[src/rtl/rng_range_sampler_pkg.sv]
// Shared types and defaults for the bounded-random sampler blocks.
package rng_pkg;
    localparam int RNG_W             = 32;
    localparam int SETTLE_CYCLES_DEF = 2;
    localparam int MAX_TRIES_DEF     = 16;

    typedef enum logic [2:0] {
        IDLE,
        PULSE,
        SETTLE,
        CHECK,
        HOLD
    } sampler_state_e;
endpackage

[src/rtl/rng_range_sampler_if.sv]
// Request/result handshakes plus the LFSR step/sample pair of the sampler.
interface rng_range_sampler_if
    import rng_pkg::*;
#(
    parameter int W = RNG_W
);
    logic         req_valid;
    logic         req_ready;
    logic [W-1:0] req_limit;
    logic [W-1:0] rng;
    logic         lfsr_pulse;
    logic         out_valid;
    logic         out_ready;
    logic [W-1:0] out_value;
    logic         out_fallback;

    modport slave (
        input  req_valid, req_limit, rng, out_ready,
        output req_ready, lfsr_pulse, out_valid, out_value, out_fallback
    );

    modport master (
        output req_valid, req_limit, rng, out_ready,
        input  req_ready, lfsr_pulse, out_valid, out_value, out_fallback
    );
endinterface

[src/rtl/rng_range_mask.sv]
// Smallest all-ones mask covering limit-1; limit==0 selects the full word.
module rng_range_mask
    import rng_pkg::*;
#(
    parameter int W = RNG_W
) (
    input  logic [W-1:0] i_limit,
    output logic [W-1:0] o_mask
);
    logic [W-1:0] w_smear;

    // Smearing the top set bit of limit-1 downward yields 2^k-1 >= limit-1.
    always_comb begin
        w_smear = i_limit - 1'b1;
        for (int s = 1; s < W; s = s * 2) begin
            w_smear = w_smear | (w_smear >> s);
        end
        o_mask = (i_limit == '0) ? '1 : w_smear;
    end
endmodule

[src/rtl/rng_range_sampler.sv]
// Steps the LFSR on demand and rejection-samples its word into [0, limit).
module rng_range_sampler
    import rng_pkg::*;
#(
    parameter int W             = RNG_W,
    parameter int SETTLE_CYCLES = SETTLE_CYCLES_DEF,
    parameter int MAX_TRIES     = MAX_TRIES_DEF
) (
    input  logic                clk,
    input  logic                rst,
    rng_range_sampler_if.slave  bus
);
    localparam int TW = $clog2(MAX_TRIES + 1);
    localparam int SW = $clog2(SETTLE_CYCLES + 1);
    localparam logic [TW-1:0] TRIES_LAST  = TW'(MAX_TRIES);
    localparam logic [SW-1:0] SETTLE_LAST = SW'(SETTLE_CYCLES - 1);

    sampler_state_e r_state;
    logic [W-1:0]   r_limit;
    logic [TW-1:0]  r_tries;
    logic [SW-1:0]  r_settle;
    logic           r_req_ready;
    logic           r_pulse;
    logic           r_out_valid;
    logic [W-1:0]   r_out_value;
    logic           r_out_fallback;

    logic [W-1:0]   w_mask;
    logic [W-1:0]   w_cand;
    logic           w_accept;

    rng_range_mask #(.W(W)) u_mask (
        .i_limit (r_limit),
        .o_mask  (w_mask)
    );

    assign w_cand   = bus.rng & w_mask;
    assign w_accept = (r_limit == '0) || (w_cand < r_limit);

    always_ff @(posedge clk or negedge rst) begin
        if (!rst) begin
            r_state        <= IDLE;
            r_limit        <= '0;
            r_tries        <= '0;
            r_settle       <= '0;
            r_req_ready    <= 1'b1;
            r_pulse        <= 1'b0;
            r_out_valid    <= 1'b0;
            r_out_value    <= '0;
            r_out_fallback <= 1'b0;
        end else begin
            case (r_state)
                IDLE: begin
                    if (bus.req_valid) begin
                        r_limit     <= bus.req_limit;
                        r_tries     <= '0;
                        r_req_ready <= 1'b0;
                        r_pulse     <= 1'b1;
                        r_state     <= PULSE;
                    end
                end
                PULSE: begin
                    r_pulse  <= 1'b0;
                    r_tries  <= r_tries + 1'b1;
                    r_settle <= '0;
                    r_state  <= SETTLE;
                end
                SETTLE: begin
                    if (r_settle == SETTLE_LAST) begin
                        r_state <= CHECK;
                    end else begin
                        r_settle <= r_settle + 1'b1;
                    end
                end
                CHECK: begin
                    if (w_accept) begin
                        r_out_value    <= w_cand;
                        r_out_fallback <= 1'b0;
                        r_out_valid    <= 1'b1;
                        r_state        <= HOLD;
                    end else if (r_tries < TRIES_LAST) begin
                        r_pulse <= 1'b1;
                        r_state <= PULSE;
                    end else begin
                        // cand <= mask < 2*limit, so this stays below limit
                        r_out_value    <= w_cand - r_limit;
                        r_out_fallback <= 1'b1;
                        r_out_valid    <= 1'b1;
                        r_state        <= HOLD;
                    end
                end
                HOLD: begin
                    if (bus.out_ready) begin
                        r_out_valid <= 1'b0;
                        r_req_ready <= 1'b1;
                        r_state     <= IDLE;
                    end
                end
                default: begin
                    r_state <= IDLE;
                end
            endcase
        end
    end

    assign bus.req_ready    = r_req_ready;
    assign bus.lfsr_pulse   = r_pulse;
    assign bus.out_valid    = r_out_valid;
    assign bus.out_value    = r_out_value;
    assign bus.out_fallback = r_out_fallback;
endmodule

[src/flat_wrapper.sv]
// flat-port wrapper written by rule: the top's interface ports become plain ports
module rng_range_sampler_flat import rng_pkg::*;
#(
    parameter int W             = RNG_W,
    parameter int SETTLE_CYCLES = SETTLE_CYCLES_DEF,
    parameter int MAX_TRIES     = MAX_TRIES_DEF
)
  (clk, rst, bus_req_valid, bus_req_limit, bus_rng, bus_out_ready, bus_req_ready, bus_lfsr_pulse, bus_out_valid, bus_out_value, bus_out_fallback);
  rng_range_sampler_if #(.W(W)) bus_i ();
  input  logic clk;
  input  logic rst;
  input wire logic [$bits(bus_i.req_valid)-1:0] bus_req_valid;
  input wire logic [$bits(bus_i.req_limit)-1:0] bus_req_limit;
  input wire logic [$bits(bus_i.rng)-1:0] bus_rng;
  input wire logic [$bits(bus_i.out_ready)-1:0] bus_out_ready;
  output wire logic [$bits(bus_i.req_ready)-1:0] bus_req_ready;
  output wire logic [$bits(bus_i.lfsr_pulse)-1:0] bus_lfsr_pulse;
  output wire logic [$bits(bus_i.out_valid)-1:0] bus_out_valid;
  output wire logic [$bits(bus_i.out_value)-1:0] bus_out_value;
  output wire logic [$bits(bus_i.out_fallback)-1:0] bus_out_fallback;
  assign bus_i.req_valid = bus_req_valid;
  assign bus_i.req_limit = bus_req_limit;
  assign bus_i.rng = bus_rng;
  assign bus_i.out_ready = bus_out_ready;
  assign bus_req_ready = bus_i.req_ready;
  assign bus_lfsr_pulse = bus_i.lfsr_pulse;
  assign bus_out_valid = bus_i.out_valid;
  assign bus_out_value = bus_i.out_value;
  assign bus_out_fallback = bus_i.out_fallback;
  rng_range_sampler #(.W(W), .SETTLE_CYCLES(SETTLE_CYCLES), .MAX_TRIES(MAX_TRIES)) u_core (.clk(clk), .rst(rst), .bus(bus_i));
endmodule
[config.mk]
export PLATFORM = sky130hd
export DESIGN_NAME = rng_range_sampler_flat
export DESIGN_NICKNAME = d
export VERILOG_FILES = /design/src/rtl/rng_range_sampler_pkg.sv /design/src/rtl/rng_range_sampler_if.sv /design/src/rtl/rng_range_mask.sv /design/src/rtl/rng_range_sampler.sv /design/src/flat_wrapper.sv
export SDC_FILE = /design/constraint.sdc
export NUM_CORES = 1
export LEC_CHECK = 0
export ABC_AREA = 1
export CORE_ASPECT_RATIO = 1.1
export CORE_UTILIZATION = 40
export DETAILED_ROUTE_END_ITERATION = 7
export PLACE_DENSITY = 0.69
export SYNTH_ARGS = -nofsm -noshare
export SYNTH_HDL_FRONTEND = slang
export SYNTH_SLANG_ARGS = --single-unit
[constraint.sdc]
create_clock -name clk -period 7.25 [get_ports clk]
set_input_delay 1.45 -clock clk [delete_from_list [all_inputs] [get_ports clk]]
set_output_delay 1.45 -clock clk [all_outputs]
set_load 0.02 [all_outputs]
==> Implementation_results.wiki <==
{| class="wikitable"
! Metric !! Value
|-
| Outcome || finished, final reports clean
|-
| Iter 0 DRT Violations || 660
|-
| Worst slew pin tran || 1010 ps
|-
| CTS sink count || 78
|-
| Worst Reg2Reg Path Length in Cells || 25
|-
| Final clock skew || 15.6 ps
|-
| Worst reg2reg endpoint || u_core.bus.out_value[15]
|-
| Drt via density || 5.21
|-
| Clock tree from TritonCTS || done
|-
| Synthesized area per cell || 6.13 µm²
|-
| Total via count in the routed design || 8040
|-
| Proportion of netlist area held by the largest area contributor || 0.261
|-
| Netlist area before placement || 7380 µm²
|-
| Post-placement worst setup slack || 2140 ps
|-
| Worst-path fanout max || 37
|-
| Horizontal die dimension || 131 µm
|-
| Hold path start || u_core.bus.out_value[19]
|-
| Final routed wirelength across all metal layers || 25300 µm
|-
| Post-detailed-placement half-perimeter wirelength || 20800 µm
|-
| Type of the setup path with the least slack || flip-flop to flip-flop
|-
| DRT Pass-1 Iters || 6
|-
| Unrepaired setup endpoints after global routing || false
|-
| Initial antenna violation count || 0
|-
| Number of warnings issued by yosys || 0
|-
| Overall Global Routing Usage || 0.271
|-
| Wire length of the first global-routing pass || 39400 µm
|-
| Number of storage elements in the synthesis netlist || 78
|-
| Max VDD drop || 0.185 mV
|-
| Leading area contributor after synthesis || sky130_fd_sc_hd__dfrtp_1
|-
| Relative slew slack || 0.325
|-
| Core Region || 17900 µm²
|-
| Max Freq || 192 MHz
|-
| Synth Instances || 1203
|-
| Comb power frac || 0.688
|-
| Number of instances on the worst hold path || 2
|-
| CP Data Arrival Time || 5440 ps
|-
| Port Buffer Count || 103
|-
| Net switching share of the total power || 0.558
|-
| Filler Cells Inserted || 1911
|-
| Number of buffers inserted during clock tree synthesis || 9
|-
| Cell area after placement || 8630 µm²
|-
| Resize count post-CTS || 0
|-
| Clock root buffer || sky130_fd_sc_hd__clkbuf_16
|-
| Final count of pins violating max slew || 0
|-
| Antenna Cells || 0
|-
| Number of nets produced by synthesis || 1308
|-
| Setup slack of the worst register-to-register path || 2050 ps
|-
| Hold bufs inserted after CTS || 0
|-
| Design area || 8930 µm²
|-
| Sequential cell fraction of total power || 0.199
|-
| Maximum buffer depth of the clock tree || 2
|-
| Final Cycle Share || 0.717
|-
| Static leakage || 4.33 nW
|-
| Row count || 51
|-
| Vias in the first global route || 7718
|-
| Hold path endpoint || u_core.bus.out_value[19]
|-
| Initial core utilization || 0.413
|-
| Part of the total power dissipated in the clock network || 0.113
|-
| Worst hold path class || flip-flop to flip-flop
|-
| Final critical delay including setup and external delays || 5200 ps
|-
| Total negative setup slack || 0 ps
|-
| Async set-or-reset flop fraction in the synthesized netlist || 1.00
|-
| CTS H-tree lvls || 3
|-
| Last weighted congestion value of the routability-driven placer || 0.948
|-
| Routed wire length per instance || 16.4 µm
|-
| Gr ovfl total || 0
|-
| DRC Markers || 0
|-
| Seq/Total Area, Yosys || 0.265
|-
| Smallest setup slack after layout || 2050 ps
|-
| Total Nets Final || 1406
|-
| Internal power || 1.83 mW
|-
| Family of cells with the greatest summed delay on the critical path || simple AND/OR/NAND/NOR gates
|-
| Leading cell types by total area after synthesis || sky130_fd_sc_hd__dfrtp_1 26%, sky130_fd_sc_hd__nand2_1 20%, sky130_fd_sc_hd__nor2_1 8.1%, sky130_fd_sc_hd__inv_1 7.3%, sky130_fd_sc_hd__ha_1 6.1%
|-
| Net switching power of the design || 2.31 mW
|-
| Crit-path max cell delay || 560 ps
|-
| CTS clock-pin slew for the worst setup and hold paths || 80 ps
|-
| Source of the worst register-to-register timing path || u_core.r_limit[1]
|-
| Setup-failing EPs final || 0
|-
| Die Ht || 144 µm
|-
| Most used cell, CP || sky130_fd_sc_hd__nand2_1
|-
| CP startpoint kind || flip-flop
|-
| Number of buffers and inverters on the critical path || 4
|-
| Clock Latency Late Sink || 370 ps
|-
| Number of ports placed on the die boundary || 104
|-
| Power density over cell area || 462 nW/µm²
|-
| Share of cells above drive strength 1 || 0.0590
|-
| Flip-flop cell with the highest count after synthesis || sky130_fd_sc_hd__dfrtp_1
|-
| Required time worst endpoint || 7500 ps
|-
| Slowest cell on the critical path || sky130_fd_sc_hd__nand2_2
|-
| Final count of hold timing violations || 0
|-
| Buffer count from post-CTS setup fixing || 0
|-
| Max cap viols || 0
|-
| Largest net degree at the start of global routing || 79
|-
| Antenna viol nets, final || 0
|-
| EDFF count, synth || 0
|-
| Overall die area || 19000 µm²
|-
| Distinct cell type count of the synthesized netlist || 46
|-
| Area delta synth->final || 21.1%
|-
| Kind of end point of the critical path || flip-flop
|}
worst min-delay path: stages, from the launching register on:
cell and delay (ps):
sky130_fd_sc_hd__dfrtp_1 340, sky130_fd_sc_hd__nand2_1 50, sky130_fd_sc_hd__nand2_1 60
worst max-delay path by stage:
stage | cells after the start | from | slack, ps | end
2_1_floorplan | 26 | u_core.r_limit[1] | 3580 | u_core.bus.out_value[16]
4_1_cts | 25 | u_core.r_limit[1] | 2100 | u_core.bus.out_value[15]
5_1_grt | 25 | u_core.r_limit[1] | 1570 | u_core.bus.out_value[16]
6_report | 25 | u_core.r_limit[1] | 2050 | u_core.bus.out_value[15]
3_3_place_gp | 25 | u_core.r_limit[1] | 2230 | u_core.bus.out_value[15]
3_5_place_dp | 25 | u_core.r_limit[1] | 2140 | u_core.bus.out_value[15]
cells in the mapped netlist (2+ instances only):
cell                       instances
sky130_fd_sc_hd__a21boi_0          9
sky130_fd_sc_hd__a21o_1            2
sky130_fd_sc_hd__a21oi_1          50
sky130_fd_sc_hd__and2_1            3
sky130_fd_sc_hd__buf_2            10
sky130_fd_sc_hd__clkbuf_1          6
sky130_fd_sc_hd__dfrtp_1          77
sky130_fd_sc_hd__ha_1             36
sky130_fd_sc_hd__inv_1           143
sky130_fd_sc_hd__inv_2             2
sky130_fd_sc_hd__nand2_1         392
sky130_fd_sc_hd__nand2_2          12
sky130_fd_sc_hd__nand2_4           2
sky130_fd_sc_hd__nand3_1          83
sky130_fd_sc_hd__nand3b_1          5
sky130_fd_sc_hd__nand4_1          19
sky130_fd_sc_hd__nor2_1          160
sky130_fd_sc_hd__nor2_2           23
sky130_fd_sc_hd__nor2_4            7
sky130_fd_sc_hd__nor2_8            2
sky130_fd_sc_hd__nor3_1           13
sky130_fd_sc_hd__nor4_1            3
sky130_fd_sc_hd__o21a_1            5
sky130_fd_sc_hd__o21ai_0          83
sky130_fd_sc_hd__o21ai_1           9
sky130_fd_sc_hd__o21ai_2           3
sky130_fd_sc_hd__o21bai_1          2
sky130_fd_sc_hd__o22ai_1           2
sky130_fd_sc_hd__o31ai_1           4
sky130_fd_sc_hd__xnor2_1          10
sky130_fd_sc_hd__xor2_1           11
logic make-up (layout without fill, tap and decap cells):
family / Yosys count / after routing / share of synthesized area
simple gates: 727 / 727 / 0.425
fa+ha+maj: 37 / 37 / 0.0638
flops: 78 / 78 / 0.265
compound gates: 175 / 175 / 0.131
buf+inv: 163 / 266 / 0.0851
xor+xnor: 23 / 23 / 0.0309
power groups by stage:
stage / clock (mW) / combinational [mW] / sequential (mW)
after floorplan: 0 / 1.88 / 0.894
after global placement: 0 / 2.80 / 0.830
after detailed placement: 0 / 2.81 / 0.820
after CTS: 0.479 / 2.82 / 0.821
after global routing: 0.491 / 3.15 / 0.848
final: 0.465 / 2.84 / 0.823
registers in the layout, indices dropped and copies added (netlist names):
| signal | cells |
|---|---|
| u_core.bus.out_valid | 1 |
| u_core.bus.out_fallback | 1 |
| u_core.bus.out_value | 32 |
| u_core.r_state | 3 |
| u_core.bus.lfsr_pulse | 1 |
| u_core.bus.req_ready | 1 |
| u_core.r_limit | 32 |
| u_core.r_tries | 5 |
| u_core.r_settle | 2 |
stage by stage:
step	std cells	hold WS (ps)	util	power (mW)
global placement	1528	471	0.483	3.63
global route	1544	497	0.500	4.49
CTS	1544	487	0.500	4.12
detailed placement	1528	465	0.483	3.63
finish	1544	480	0.500	4.13
floorplan	1203	452	-	2.77
cells in the final DEF (no fill, tap or decap), types with 3 or more instances in the layout:
cell                              Yosys  routed
sky130_fd_sc_hd__inv_1              143     143
sky130_fd_sc_hd__a21oi_1             50      50
sky130_fd_sc_hd__nor2_4               7       7
sky130_fd_sc_hd__nand2_1            392     392
sky130_fd_sc_hd__nor4_1               3       3
sky130_fd_sc_hd__dfrtp_1             77      77
sky130_fd_sc_hd__and2_1               3       3
sky130_fd_sc_hd__a21boi_0             9       9
sky130_fd_sc_hd__nor2_2              23      23
sky130_fd_sc_hd__nand4_1             19      19
sky130_fd_sc_hd__o21ai_0             83      83
sky130_fd_sc_hd__nand3_1             83      83
sky130_fd_sc_hd__inv_6                0       3
sky130_fd_sc_hd__buf_4                1       3
sky130_fd_sc_hd__xnor2_1             10      10
sky130_fd_sc_hd__o21ai_1              9       9
sky130_fd_sc_hd__ha_1                36      36
sky130_fd_sc_hd__o21a_1               5       5
sky130_fd_sc_hd__clkdlybuf4s50_1      0     102
sky130_fd_sc_hd__clkbuf_16            0       9
sky130_fd_sc_hd__nand2_2             12      12
sky130_fd_sc_hd__o21ai_2              3       3
sky130_fd_sc_hd__nor3_1              13      13
sky130_fd_sc_hd__xor2_1              11      11
sky130_fd_sc_hd__nand3b_1             5       5
sky130_fd_sc_hd__nor2_1             160     160
sky130_fd_sc_hd__o31ai_1              4       4
layer usage:
metal  up-vias  GRT usage  share of wire
met5         -          0              0
met4         0      0.154          0.045
met3        65     0.0266          0.050
met2       257      0.451           0.46
met1      3662      0.345           0.45
li1       4056          -              -
area by class of cell:
class	instances	area, µm²	share of cell area
clock buffer	9	225	0.0252
clock inverter	7	72.6	0.00812
inverter	145	544	0.0609
multi-input combinational	962	4800	0.537
sequential	78	1950	0.219
tap	238	298	0.0333
timing repair buffer	105	1040	0.117
Note: power is estimated with default switching activity, not from simulation.
